**src/rtl/urv_seq_divider_if.sv**
```systemverilog
// urv_seq_divider_if: execute-stage handshake between pipeline control and the sequential divider.
interface urv_seq_divider_if #(parameter int WIDTH = 32);
    logic             x_stall_i;
    logic             x_kill_i;
    logic             x_stall_req_o;
    logic             d_valid_i;
    logic             d_is_divide_i;
    logic [2:0]       d_fun_i;
    logic [WIDTH-1:0] d_rs1_i;
    logic [WIDTH-1:0] d_rs2_i;
    logic [WIDTH-1:0] x_rd_o;
    modport master (
        output x_stall_i, x_kill_i, d_valid_i, d_is_divide_i, d_fun_i, d_rs1_i, d_rs2_i,
        input  x_stall_req_o, x_rd_o
    );
    modport slave (
        input  x_stall_i, x_kill_i, d_valid_i, d_is_divide_i, d_fun_i, d_rs1_i, d_rs2_i,
        output x_stall_req_o, x_rd_o
    );
endinterface

```
**src/rtl/urv_seq_divider.sv**
```systemverilog
// urv_seq_divider: multi-cycle restoring DIV/DIVU/REM/REMU for the uRV execute stage.
// Define URV_DIV_EARLY_OUT_EN to skip iteration for div-by-zero, overflow and |rs1| < |rs2|.
module urv_seq_divider #(
    parameter int WIDTH          = 32,
    parameter int BITS_PER_CYCLE = 1
) (
    input  logic               clk_i,
    input  logic               rst_i,
    urv_seq_divider_if.slave   bus
);
    localparam int N  = WIDTH / BITS_PER_CYCLE;
    localparam int CW = $clog2(N);
    localparam logic [WIDTH-1:0] MIN = {1'b1, {(WIDTH-1){1'b0}}};

    typedef enum logic [2:0] {IDLE, PREP, ITER, FIX, DONE} state_t;

    state_t           r_state, w_state_n;
    logic [WIDTH-1:0] r_rs1, r_rs2, r_quo, r_dvs, r_rd;
    logic [WIDTH:0]   r_rem;
    logic [2:0]       r_fun;
    logic [CW-1:0]    r_cnt;
    logic             w_start, w_signed, w_div0, w_ovf, w_early, w_load, w_ge;
    logic [WIDTH-1:0] w_abs1, w_abs2, w_quo, w_rq, w_rr, w_q, w_r, w_res;
    logic [WIDTH:0]   w_rem;
    logic [WIDTH+1:0] w_sh;

    assign w_start  = r_state == IDLE && bus.d_valid_i && bus.d_is_divide_i && !bus.x_kill_i;
    assign w_signed = !r_fun[0] && r_fun[2];
    assign w_abs1   = (w_signed && r_rs1[WIDTH-1]) ? -r_rs1 : r_rs1;
    assign w_abs2   = (w_signed && r_rs2[WIDTH-1]) ? -r_rs2 : r_rs2;
    assign w_div0   = r_rs2 == '0;
    assign w_ovf    = w_signed && r_rs1 == MIN && r_rs2 == '1;
`ifdef URV_DIV_EARLY_OUT_EN
    assign w_early  = w_div0 || w_ovf || (w_abs1 < w_abs2);
`else
    assign w_early  = 1'b0;
`endif

    assign bus.x_stall_req_o = !bus.x_kill_i && (w_start || r_state inside {PREP, ITER, FIX});
    assign bus.x_rd_o        = r_rd;

    // BITS_PER_CYCLE restoring steps chained in one cycle
    always_comb begin
        w_rem = r_rem;
        w_quo = r_quo;
        w_sh  = '0;
        w_ge  = 1'b0;
        for (int i = 0; i < BITS_PER_CYCLE; i++) begin
            w_sh  = {w_rem, w_quo[WIDTH-1]};
            w_ge  = w_sh >= {2'b00, r_dvs};
            w_rem = w_ge ? w_sh[WIDTH:0] - {1'b0, r_dvs} : w_sh[WIDTH:0];
            w_quo = {w_quo[WIDTH-2:0], w_ge};
        end
    end

    // early exit in PREP means quotient 0 and remainder |rs1|
    assign w_rq   = r_state == PREP ? '0 : r_quo;
    assign w_rr   = r_state == PREP ? w_abs1 : r_rem[WIDTH-1:0];
    assign w_q    = w_div0 ? '1 : w_ovf ? MIN : (w_signed && (r_rs1[WIDTH-1] ^ r_rs2[WIDTH-1])) ? -w_rq : w_rq;
    assign w_r    = w_div0 ? r_rs1 : w_ovf ? '0 : (w_signed && r_rs1[WIDTH-1]) ? -w_rr : w_rr;
    assign w_res  = r_fun[1] ? w_r : w_q;
    assign w_load = !bus.x_kill_i && (r_state == FIX || (r_state == PREP && w_early));

    always_comb begin
        w_state_n = r_state;
        case (r_state)
            IDLE:    w_state_n = w_start ? PREP : IDLE;
            PREP:    w_state_n = w_early ? DONE : ITER;
            ITER:    w_state_n = r_cnt == CW'(N - 1) ? FIX : ITER;
            FIX:     w_state_n = DONE;
            DONE:    w_state_n = bus.x_stall_i ? DONE : IDLE;
            default: w_state_n = IDLE;
        endcase
        if (bus.x_kill_i) w_state_n = IDLE;
    end

    always_ff @(posedge clk_i or posedge rst_i) begin
        if (rst_i) begin
            r_state <= IDLE;
            r_rs1   <= '0;
            r_rs2   <= '0;
            r_fun   <= '0;
            r_quo   <= '0;
            r_dvs   <= '0;
            r_rem   <= '0;
            r_cnt   <= '0;
            r_rd    <= '0;
        end else begin
            r_state <= w_state_n;
            if (w_start) begin
                r_rs1 <= bus.d_rs1_i;
                r_rs2 <= bus.d_rs2_i;
                r_fun <= bus.d_fun_i;
            end
            if (r_state == PREP) begin
                r_quo <= w_abs1;
                r_dvs <= w_abs2;
                r_rem <= '0;
                r_cnt <= '0;
            end
            if (r_state == ITER) begin
                r_quo <= w_quo;
                r_rem <= w_rem;
                r_cnt <= r_cnt + 1'b1;
            end
            if (w_load) r_rd <= w_res;
        end
    end
endmodule

```
**src/flat_wrapper.sv**
```systemverilog
// flat-port wrapper written by rule: the top's interface ports become plain ports
module urv_seq_divider_flat 
#(
    parameter int WIDTH          = 32,
    parameter int BITS_PER_CYCLE = 1
)
  (clk_i, rst_i, bus_x_stall_i, bus_x_kill_i, bus_d_valid_i, bus_d_is_divide_i, bus_d_fun_i, bus_d_rs1_i, bus_d_rs2_i, bus_x_stall_req_o, bus_x_rd_o);
  urv_seq_divider_if #(.WIDTH(WIDTH)) bus_i ();
  input  logic clk_i;
  input  logic rst_i;
  input wire logic [$bits(bus_i.x_stall_i)-1:0] bus_x_stall_i;
  input wire logic [$bits(bus_i.x_kill_i)-1:0] bus_x_kill_i;
  input wire logic [$bits(bus_i.d_valid_i)-1:0] bus_d_valid_i;
  input wire logic [$bits(bus_i.d_is_divide_i)-1:0] bus_d_is_divide_i;
  input wire logic [$bits(bus_i.d_fun_i)-1:0] bus_d_fun_i;
  input wire logic [$bits(bus_i.d_rs1_i)-1:0] bus_d_rs1_i;
  input wire logic [$bits(bus_i.d_rs2_i)-1:0] bus_d_rs2_i;
  output wire logic [$bits(bus_i.x_stall_req_o)-1:0] bus_x_stall_req_o;
  output wire logic [$bits(bus_i.x_rd_o)-1:0] bus_x_rd_o;
  assign bus_i.x_stall_i = bus_x_stall_i;
  assign bus_i.x_kill_i = bus_x_kill_i;
  assign bus_i.d_valid_i = bus_d_valid_i;
  assign bus_i.d_is_divide_i = bus_d_is_divide_i;
  assign bus_i.d_fun_i = bus_d_fun_i;
  assign bus_i.d_rs1_i = bus_d_rs1_i;
  assign bus_i.d_rs2_i = bus_d_rs2_i;
  assign bus_x_stall_req_o = bus_i.x_stall_req_o;
  assign bus_x_rd_o = bus_i.x_rd_o;
  urv_seq_divider #(.WIDTH(WIDTH), .BITS_PER_CYCLE(BITS_PER_CYCLE)) u_core (.clk_i(clk_i), .rst_i(rst_i), .bus(bus_i));
endmodule
```
**config.mk**
```make
export PLATFORM = sky130hd
export DESIGN_NAME = urv_seq_divider_flat
export DESIGN_NICKNAME = d
export VERILOG_FILES = /design/src/rtl/urv_seq_divider_if.sv /design/src/rtl/urv_seq_divider.sv /design/src/flat_wrapper.sv
export SDC_FILE = /design/constraint.sdc
export NUM_CORES = 1
export LEC_CHECK = 0
export BUFFER_PORTS_ARGS = -buffer_cell sky130_fd_sc_hd__buf_2
export CORE_ASPECT_RATIO = 0.6
export CORE_MARGIN = 4
export CORE_UTILIZATION = 41
export CTS_CLUSTER_SIZE = 24
export DETAILED_ROUTE_END_ITERATION = 10
export PLACE_DENSITY_LB_ADDON = 0.3
export SETUP_SLACK_MARGIN = 0.1
export SYNTH_ARGS = -nofsm -noshare
export SYNTH_HDL_FRONTEND = slang
export SYNTH_SLANG_ARGS = --single-unit
```
**constraint.sdc**
```tcl
create_clock -name clk_i -period 7.3 [get_ports clk_i]
set_input_delay 1.46 -clock clk_i [delete_from_list [all_inputs] [get_ports clk_i]]
set_output_delay 1.46 -clock clk_i [all_outputs]
set_load 0.005 [all_outputs]
```
==> impl_metrics.env, run 1 <==
export IMPL_status="completed"
export IMPL_track_usage_pct=24.0
export IMPL_n_antenna_cell=0
export IMPL_syn_avg_cell_area_um2=8.59
export IMPL_cp_common_cell="nor2_1"
export IMPL_p_total_mw=6.11
export IMPL_setup_viol=0
export IMPL_drt_wl_total_mm=45.2
export IMPL_synth_seq_cells=204
export IMPL_synthCells=1637
export IMPL_critPathBufInv=2
export IMPL_setup_tns_final_ns=0
export IMPL_min_delay_start="u_core.bus.x_rd_o[2]"
export IMPL_dpl_instance_area_mm2=0.0149
export IMPL_hold_depth=1
export IMPL_yosys_warnings=0
export IMPL_stdcell_area_mm2=0.0157
export IMPL_min_period_over_period_pct=63.3
export IMPL_drv_cap=0
export IMPL_relSlewSlack_pct=21.2
export IMPL_whs_ns=0.478
export IMPL_rr_endpoint="u_core.bus.x_rd_o[28]"
export IMPL_crit_arrival_ns=5.04
export IMPL_grt_pass1_wl_mm=71.0
export IMPL_routabilityCongestion=0.953
export IMPL_cp_max_fo=53
export IMPL_cts_hold_buf=0
export IMPL_yosysTopAreaCellShare_pct=36.3
export IMPL_worstSetupPathType="reg2reg"
export IMPL_required_ns=7.72
export IMPL_utilization_pct=46.4
export IMPL_slew_viol_final=0
export IMPL_startpoint_type="register"
export IMPL_cts_buffers=22
export IMPL_syn2layout_area_growth_pct=11.4
export IMPL_worstMarginPinSlew_ns=1.18
export IMPL_cp_end_kind="register"
export IMPL_fp_dieW_um=247
export IMPL_insertion_delay_ns=0.54
export IMPL_seqPwrFrac_pct=31.3
export IMPL_drive_gt1_share_pct=16.0
export IMPL_place_hpwl_mm=32.7
export IMPL_yosysTopAreaCell="dfrtp_1"
export IMPL_dp_cells=2125
export IMPL_hold_path_class="reg2reg"
export IMPL_r2r_slack_ns=2.68
export IMPL_slowest_stage="a211oi_1"
export IMPL_hold_viol=0
export IMPL_post_cts_buffers=0
export IMPL_grt_max_degree=101
export IMPL_die_height_um=151
export IMPL_powerDensity_mw_per_mm2=390
export IMPL_cts_tree="yes"
export IMPL_synth_edf_count=0
export IMPL_die_area_mm2=0.0374
export IMPL_path_delay_family="simple AND/OR/NAND/NOR gates"
export IMPL_cellLeakagePower_nw=6.66
export IMPL_cts_sinks=204
export IMPL_num_nets_final=1803
export IMPL_switching_share_pct=44.7
export IMPL_antenna_found_initial=1
export IMPL_timing_fmax_mhz=216
export IMPL_synth_flop_cell="dfrtp_1"
export IMPL_timing_final_crit_period_ns=4.62
export IMPL_htreeDepth=1
export IMPL_p_clk_share_pct=18.5
export IMPL_vias=13000
export IMPL_min_to="u_core.bus.x_rd_o[2]"
export IMPL_synth_area_top_cells="dfrtp_1, o21ai_0, mux2_2"
export IMPL_grt_pass1_vias=12300
export IMPL_clk_pin_slew_ns=0.07
export IMPL_drtPass1Iterations=6
export IMPL_io_buffers=105
export IMPL_p_int_mw=3.38
export IMPL_clockBufferDepth=3
export IMPL_combPwrFrac_pct=50.1
export IMPL_drtAntennaViolNets=0
export IMPL_vias_per_cell=6.03
export IMPL_switchingPower_mw=2.73
export IMPL_vdd_ir_drop_worst_mv=0.271
export IMPL_initial_utilization_pct=41.6
export IMPL_synth_seq_area_share_pct=36.3
export IMPL_synth_nets=1750
export IMPL_row_count=52
export IMPL_overflow=0
export IMPL_crit_chain="or3b_4 > buf_4 > a211oi_1 > o21bai_1 > ha_1 > inv_1 > nor2_1 > and4_1 > nand4_1 > o31ai_1 > xor2_1 > a221oi_1 > nor2_1"
export IMPL_first_iter_violations=1370
export IMPL_wire_per_inst_um=20.9
export IMPL_place_ws_ns=2.88
export IMPL_clock_tree_root_cell="clkbuf_16"
export IMPL_fin_ws_ns=2.68
export IMPL_coreArea_mm2=0.0338
export IMPL_fin_cells=2163
export IMPL_slowest_delay_ns=0.58
export IMPL_cts_resized_gates=0
export IMPL_synth_distinct_cells=85
export IMPL_num_io_pins=106
export IMPL_reg2reg_depth=13
export IMPL_async_flop_share_pct=100
export IMPL_timing_rr_start="u_core.r_state[1]"
export IMPL_synth_area_mm2=0.0141
export IMPL_finClkSkew_ns=0.0206
export IMPL_rsz0062_at_grt="false"
export IMPL_drc=0
==> final cells by class <==
cell class / instances / area [um2]
clock inverter: 4 / 25.0
tap: 459 / 574
multi-input combinational: 1278 / 8350
timing repair buffer: 128 / 698
fill: 3301 / 18100
inverter: 56 / 218
clock buffer: 34 / 687
sequential: 204 / 5100
==> worst max-delay path by stage <==
stage                       from  slack (ns)  cells after the start                    end
6_report       u_core.r_state[1]        2.68                     13  u_core.bus.x_rd_o[28]
5_1_grt        u_core.r_state[1]        2.53                     13  u_core.bus.x_rd_o[28]
4_1_cts        u_core.r_state[2]        2.83                     13  u_core.bus.x_rd_o[28]
3_5_place_dp   u_core.r_state[2]        2.88                     13  u_core.bus.x_rd_o[28]
3_3_place_gp   u_core.r_state[2]        2.97                     13  u_core.bus.x_rd_o[28]
2_1_floorplan              rst_i        0.27                      1   u_core.bus.x_rd_o[0]
==> state kept, by name, indices dropped and copies added (netlist names) <==
signal	cells
u_core.bus.x_rd_o	32
u_core.r_cnt	5
u_core.r_dvs	32
u_core.r_fun	3
u_core.r_quo	32
u_core.r_rem	33
u_core.r_rs1	32
u_core.r_rs2	32
u_core.r_state	3
==> worst register-to-register path: cells and delay by family, from the launching register on <==
kind,cells,cell delay (ns)
and+or+nand+nor,5,1.76
AOI/OAI and AO/OA,4,1.44
DFF,1,0.47
buffers and inverters,2,0.42
adders and majority gates,1,0.30
xor gates and xnor gates,1,0.10
==> cell usage in the layout (no fill, tap or decap), types with 8 or more instances in the layout <==
| master | instances |
|---|---|
| dfrtp_1 | 204 |
| o31ai_1 | 29 |
| xnor2_1 | 63 |
| nor2_1 | 128 |
| nand2b_1 | 11 |
| inv_1 | 54 |
| a21oi_1 | 110 |
| nand2_1 | 202 |
| mux2_2 | 70 |
| a21o_1 | 20 |
| and3_1 | 13 |
| a211oi_1 | 16 |
| a31oi_1 | 23 |
| o41ai_1 | 8 |
| nand3_1 | 27 |
| o21a_1 | 8 |
| nand4_1 | 20 |
| buf_4 | 23 |
| buf_2 | 105 |
| a221oi_1 | 18 |
| a22o_1 | 9 |
| o211ai_1 | 21 |
| ha_1 | 39 |
| nor4_1 | 17 |
| nor3_1 | 32 |
| mux2i_1 | 13 |
| o21ai_0 | 166 |
| xor2_1 | 62 |
| clkbuf_16 | 23 |
| or3_1 | 18 |
==> metal layers <==
layer	part of all wire [%]	GRT usage (%)
met5	0.027	0
met4	2.1	4.96
met3	9.4	5.98
met2	41	33.9
met1	47	36.8
==> cells in the mapped netlist (all sizes together) (13+ instances only) <==
| library cell | count |
|---|---|
| a211oi | 17 |
| a21o | 20 |
| a21oi | 112 |
| a221oi | 19 |
| a31oi | 23 |
| and3 | 13 |
| buf | 38 |
| clkbuf | 61 |
| dfrtp | 204 |
| ha | 39 |
| inv | 55 |
| mux2 | 70 |
| mux2i | 14 |
| nand2 | 203 |
| nand3 | 27 |
| nand4 | 20 |
| nor2 | 130 |
| nor3 | 36 |
| nor4 | 19 |
| o211ai | 21 |
| o21ai | 170 |
| o31ai | 30 |
| or3 | 19 |
| xnor2 | 63 |
| xor2 | 62 |
==> power by group through the flow <==
stage	clock (mW)	sequential (mW)	combinational, mW
after floorplan	0	1.73	2.41
after global placement	0	1.91	2.97
after detailed placement	0	1.92	3.01
after CTS	1.16	1.90	3.03
after global routing	1.21	1.96	3.43
final	1.13	1.91	3.06
==> kinds of logic (layout without fill, tap and decap cells) <==
logic type	after synthesis	count (layout)	share of synthesized area, %
adder cells (fa/ha/maj)	40	40	3.61
buffers and inverters	155	222	4.43
XOR/XNOR	125	125	7.79
AO/OA/AOI/OAI	504	504	23.2
AND/OR/NAND/NOR	525	525	17.9
flip-flops	204	204	36.3
multiplexers	84	84	6.69
Power figures use the tool's default switching activity.
==> run 2: changes to the inputs <==
==> constraint.sdc (replaced) <==
create_clock -name clk_i -period 4 [get_ports clk_i]
set_input_delay 0.8 -clock clk_i [delete_from_list [all_inputs] [get_ports clk_i]]
set_output_delay 0.8 -clock clk_i [all_outputs]
set_load 0.005 [all_outputs]
==> run 2 against run 1 <==
Routed wire length is 0.89% higher. Sequential power rose by 79%. Clock skew rose by 0.011 ns. Cell area increased by 5.1%. Critical endpoint is now u_core.bus.x_rd_o[24]. First-iteration DRC count up 6.9%. Worst setup slack got worse by 2.6 ns. Via count up 1.9%. Critical path type unchanged. Combinational power is 110% higher. Hold slack got worse by 0.27 ns. Register-to-register slack got worse by 2.6 ns. Fmax increased by 19%.
==> impl_metrics.env, run 2 (synthesis gave the netlist of run 1 again) <==
export IMPL_dp_cells=2204
export IMPL_n_fill_cell=3270
export IMPL_slowest_stage="nor4_1"
export IMPL_setup_viol=0
export IMPL_final_cell_mix="dfrtp_1, nand2_1, o21ai_0, nor2_1, a21oi_1"
export IMPL_powerDensity_mw_per_mm2=722
export IMPL_regMostFlops="u_core.r_rem"
export IMPL_cp_end_kind="register"
export IMPL_hold_viol=0
export IMPL_timing_final_crit_period_ns=3.89
export IMPL_cts_hold_buf=0
export IMPL_drv_cap=0
export IMPL_worstSetupStartpoint="u_core.r_rs1[12]"
export IMPL_overflow=0
export IMPL_syn2layout_area_growth_pct=17.0
export IMPL_vias_per_cell=5.90
export IMPL_drive_gt1_share_pct=20.7
export IMPL_rsz0062_at_grt="false"
export IMPL_wire_per_inst_um=20.3
export IMPL_setup_tns_final_ns=0
export IMPL_grt_pass1_vias=12600
export IMPL_p_total_mw=11.9
export IMPL_num_io_pins=106
export IMPL_die_area_mm2=0.0374
export IMPL_finClkSkew_ns=0.0319
export IMPL_required_ns=4.40
export IMPL_fin_ws_ns=0.106
export IMPL_htreeDepth=1
export IMPL_cts_tree="yes"
export IMPL_fin_cells=2249
export IMPL_slew_viol_final=0
export IMPL_routabilityCongestion=0.971
export IMPL_io_buffers=105
export IMPL_final_common_cell="dfrtp_1"
export IMPL_die_height_um=151
export IMPL_insertion_delay_ns=0.55
export IMPL_vdd_ir_drop_worst_mv=0.350
export IMPL_coreArea_mm2=0.0338
export IMPL_drt_wl_total_mm=45.6
export IMPL_track_usage_pct=24.2
export IMPL_cellLeakagePower_nw=7.15
export IMPL_cp_depth=13
export IMPL_worstMarginPinSlew_ns=0.957
export IMPL_antenna_found_initial=0
export IMPL_place_hpwl_mm=34.4
export IMPL_cp_max_fo=5
export IMPL_critPathBufInv=2
export IMPL_min_period_over_period_pct=97.3
export IMPL_largest_reg_flops=33
export IMPL_r2r_slack_ns=0.11
export IMPL_crit_chain="nor4_1 > and2_1 > nand2_1 > o41ai_1 > nor3_1 > nor3_1 > buf_4 > nand4_1 > buf_4 > nand2_1 > xnor2_1 > a221oi_1 > nor3_1"
export IMPL_cp_common_cell="nor3_1"
export IMPL_rr_endpoint="u_core.bus.x_rd_o[24]"
export IMPL_hold_path_class="in2async"
export IMPL_reg2reg_depth=13
export IMPL_slowest_delay_ns=0.60
export IMPL_startpoint_type="register"
export IMPL_relSlewSlack_pct=36.2
export IMPL_drtAntennaViolNets=0
export IMPL_worstSetupPathType="reg2reg"
export IMPL_clock_tree_root_cell="clkbuf_16"
export IMPL_clk_pin_slew_ns=0.07
export IMPL_first_iter_violations=1464
export IMPL_vias=13300
export IMPL_path_delay_family="simple AND/OR/NAND/NOR gates"
export IMPL_row_count=52
export IMPL_timing_rr_start="u_core.r_rs1[12]"
export IMPL_drtPass1Iterations=5
export IMPL_timing_fmax_mhz=257
export IMPL_cts_buffers=22
export IMPL_drc=0
export IMPL_fp_dieW_um=247
export IMPL_crit_arrival_ns=4.30
export IMPL_grt_max_degree=73
export IMPL_num_nets_final=1889
export IMPL_status="completed"
export IMPL_grt_pass1_wl_mm=71.5
export IMPL_clockBufferDepth=3
export IMPL_n_antenna_cell=0
export IMPL_initial_utilization_pct=41.6
export IMPL_cts_sinks=204
export IMPL_place_ws_ns=0.0879
run 2: report_power, final:
part | switching (mW) | leakage (nW) | internal [mW]
Combinational | 3.50 | 4.22 | 2.80
Sequential | 0.765 | 2.56 | 2.64
Clock | 0.909 | 0.367 | 1.26
Total | 5.18 | 7.15 | 6.70
run 2: worst max path at each step:
stage	endpoint	slack [ns]
floorplan	u_core.bus.x_rd_o[28]	0.13
global placement	u_core.bus.x_rd_o[30]	0.13
detailed placement	u_core.bus.x_rd_o[28]	0.09
CTS	u_core.bus.x_rd_o[27]	0.10
global route	u_core.bus.x_rd_o[30]	0.07
finish	u_core.bus.x_rd_o[24]	0.11
run 2: worst reg2reg max path, delay by kind of cell (launching register included):
kind	cells	cell delay [ns]
simple gates	8	1.98
compound gates	2	0.84
flops	1	0.45
buf+inv	2	0.41
xor+xnor	1	0.07
run 2: final cells by class:
type / count / area (um2) / area share [%]
sequential: 204 / 5100 / 31.0
inverter: 56 / 214 / 1.30
clock inverter: 4 / 47.5 / 0.289
timing repair buffer: 214 / 1410 / 8.55
clock buffer: 34 / 697 / 4.24
tap: 459 / 574 / 3.49
multi-input combinational: 1278 / 8410 / 51.1
run 2: repair_timing:
action                                  in CTS  in global routing
gates resized for setup                      2                 14
buffers inserted                             1                  6
pin swaps                                    1                  7
endpoints found under the setup margin       5                 37
hold endpoints to repair                     0                  0
run 2: per-layer routing:
| layer | track usage [%] | routed length, um |
|---|---|---|
| met3 | 4.55 | 3530 |
| met4 | 4.76 | 966 |
| met5 | 0 | 0 |
| met2 | 35.5 | 19000 |
| met1 | 37.0 | 22100 |
run 2: through the flow:
| step | hold WS, ns | util (%) | cell area (um2) |
|---|---|---|---|
| after floorplan | 0.449 | - | 14100 |
| after global placement | 0.460 | 46.2 | 15600 |
| after detailed placement | 0.469 | 46.2 | 15600 |
| after CTS | 0.203 | 48.4 | 16400 |
| after global routing | 0.210 | 48.7 | 16500 |
| final | 0.211 | 48.7 | 16500 |
==> run 3: changes to the inputs <==
--- a/config.mk
+++ b/config.mk
@@ -11,8 +11,9 @@
 export CORE_UTILIZATION = 41
 export CTS_CLUSTER_SIZE = 24
 export DETAILED_ROUTE_END_ITERATION = 10
-export PLACE_DENSITY_LB_ADDON = 0.3
+export PLACE_DENSITY = 0.69
 export SETUP_SLACK_MARGIN = 0.1
+export SLEW_MARGIN = 10
 export SYNTH_ARGS = -nofsm -noshare
 export SYNTH_HDL_FRONTEND = slang
 export SYNTH_SLANG_ARGS = --single-unit
==> run 3 against run 2 <==
First-iteration DRC count increased by 6.1%. Clock-buffer cell count decreased by 1. Routed wire length increased by 3.6%. Sequential share of layout area about the same. Final cell count decreased by 0.36%. Sequential power about the same. Via count increased by 1.0%. Critical endpoint is now u_core.bus.x_rd_o[29]. Largest cell class unchanged. Highest routed layer is now met5.
==> impl_metrics.env, run 3 (synthesis gave the netlist of run 1 again) <==
export IMPL_status="completed"
export IMPL_powerDensity_mw_per_mm2=720
export IMPL_drive_gt1_share_pct=20.3
export IMPL_cp_common_cell="buf_4"
export IMPL_fin_ws_ns=0.239
export IMPL_cts_buffers=22
export IMPL_rsz0062_at_grt="false"
export IMPL_clockBufferDepth=3
export IMPL_overflow=0
export IMPL_crit_chain="inv_2 > ha_2 > buf_4 > nor4b_2 > buf_4 > nand4_1 > buf_4 > or3b_4 > nand2_1 > xnor2_1 > mux2i_4 > o211ai_1 > o31ai_1 > xor2_1 > a221oi_2 > nor3_2"
export IMPL_startpoint_type="register"
export IMPL_critPathBufInv=4
export IMPL_relSlewSlack_pct=29.3
export IMPL_setup_viol=0
export IMPL_num_io_pins=106
export IMPL_slew_viol_final=0
export IMPL_insertion_delay_ns=0.53
export IMPL_vias_per_cell=5.99
export IMPL_final_cell_mix="dfrtp_1, nand2_1, o21ai_0, nor2_1, a21oi_1"
export IMPL_initial_utilization_pct=41.6
export IMPL_timing_final_crit_period_ns=3.76
export IMPL_path_delay_family="simple AND/OR/NAND/NOR gates"
export IMPL_htreeDepth=1
export IMPL_vdd_ir_drop_worst_mv=0.344
export IMPL_slowest_delay_ns=0.45
export IMPL_grt_pass1_wl_mm=73.0
export IMPL_cts_tree="yes"
export IMPL_reg2reg_depth=16
export IMPL_grt_pass1_vias=12600
export IMPL_cts_hold_buf=0
export IMPL_hold_path_class="reg2reg"
export IMPL_place_hpwl_mm=34.9
export IMPL_syn2layout_area_growth_pct=17.0
export IMPL_wire_per_inst_um=21.1
export IMPL_routabilityCongestion=0.991
export IMPL_hold_depth=2
export IMPL_fp_dieW_um=247
export IMPL_grt_max_degree=88
export IMPL_die_height_um=151
export IMPL_place_ws_ns=0.105
export IMPL_fin_cells=2241
export IMPL_worstMarginPinSlew_ns=1.06
export IMPL_min_delay_start="u_core.bus.x_rd_o[3]"
export IMPL_slowest_stage="or3b_4"
export IMPL_largest_reg_flops=33
export IMPL_r2r_slack_ns=0.24
export IMPL_setup_tns_final_ns=0
export IMPL_clock_tree_root_cell="clkbuf_16"
export IMPL_drtPass1Iterations=6
export IMPL_min_to="u_core.bus.x_rd_o[3]"
export IMPL_required_ns=4.41
export IMPL_die_area_mm2=0.0374
export IMPL_drc=0
export IMPL_utilization_pct=48.7
export IMPL_cts_sinks=204
export IMPL_timing_fmax_mhz=266
export IMPL_finClkSkew_ns=0.0145
export IMPL_worstSetupPathType="reg2reg"
export IMPL_coreArea_mm2=0.0338
export IMPL_drv_cap=0
export IMPL_track_usage_pct=24.9
export IMPL_cellLeakagePower_nw=7.12
export IMPL_rr_endpoint="u_core.bus.x_rd_o[29]"
export IMPL_min_period_over_period_pct=94.0
export IMPL_timing_rr_start="u_core.r_rs1[0]"
export IMPL_io_buffers=105
export IMPL_row_count=52
export IMPL_drt_wl_total_mm=47.3
export IMPL_vias=13400
export IMPL_final_common_cell="dfrtp_1"
export IMPL_n_antenna_cell=0
export IMPL_dp_cells=2202
export IMPL_crit_arrival_ns=4.17
export IMPL_n_fill_cell=3243
export IMPL_first_iter_violations=1554
export IMPL_regMostFlops="u_core.r_rem"
export IMPL_drtAntennaViolNets=0
export IMPL_cp_end_kind="register"
export IMPL_num_nets_final=1881
export IMPL_hold_viol=0
export IMPL_cp_max_fo=5
export IMPL_clk_pin_slew_ns=0.07
export IMPL_antenna_found_initial=0
## run 3: through the flow
stage,total power [mW],hold slack (ns),instance area (um2)
2_1_floorplan,7.56,0.449,14100
3_3_place_gp,9.27,0.458,15600
3_5_place_dp,9.39,0.465,15600
4_1_cts,11.7,0.458,16400
5_1_grt,12.7,0.481,16500
6_report,11.8,0.477,16500
## run 3: layer usage
metal	up-vias	GRT usage [%]	wire, um
met5	-	0.668	35
met4	2	5.07	1040
met3	71	5.27	4770
met2	657	35.5	19200
met1	6485	38.4	22200
li1	6204	-	-
## run 3: area by class of cell
cell class | count | area [um2] | share of cell area (%)
Tap cell | 459 | 574 | 3.49
Sequential cell | 204 | 5100 | 31.0
Inverter | 56 | 214 | 1.30
Multi-Input combinational cell | 1278 | 8410 | 51.1
Clock inverter | 5 | 125 | 0.761
Clock buffer | 33 | 653 | 3.97
Timing Repair Buffer | 206 | 1370 | 8.34
## run 3: where the power goes
group          leakage (nW)  switching [mW]  internal [mW]  total [mW]
clock network         0.380           0.881           1.38        2.26
registers              2.56           0.788           2.64        3.43
logic                  4.18            3.49           2.66        6.14
## run 3: worst max-delay path by stage
stage / start / to / slack, ns / cells after the start
6_report: u_core.r_rs1[0] / u_core.bus.x_rd_o[29] / 0.24 / 16
5_1_grt: u_core.r_rs1[3] / u_core.bus.x_rd_o[27] / 0.12 / 12
4_1_cts: u_core.r_rs1[0] / u_core.bus.x_rd_o[28] / 0.11 / 13
3_5_place_dp: u_core.r_rs1[0] / u_core.bus.x_rd_o[28] / 0.11 / 13
3_3_place_gp: u_core.r_rs1[0] / u_core.bus.x_rd_o[28] / 0.18 / 13
2_1_floorplan: u_core.r_state[2] / u_core.bus.x_rd_o[28] / 0.13 / 19
## run 3: worst register-to-register path, cell delays in order (launching register included)
cell	delay (ns)
dfrtp_1	0.40
inv_2	0.09
ha_2	0.20
buf_4	0.12
nor4b_2	0.19
buf_4	0.18
nand4_1	0.23
buf_4	0.28
or3b_4	0.45
nand2_1	0.10
xnor2_1	0.18
mux2i_4	0.27
o211ai_1	0.18
o31ai_1	0.29
xor2_1	0.13
a221oi_2	0.27
nor3_2	0.07
## run 3: timing repair
action	in CTS	in global routing
setup endpoints to repair	1	43
pin swaps	0	7
buffers inserted	0	1
gates resized for setup	1	15
cloned	0	0
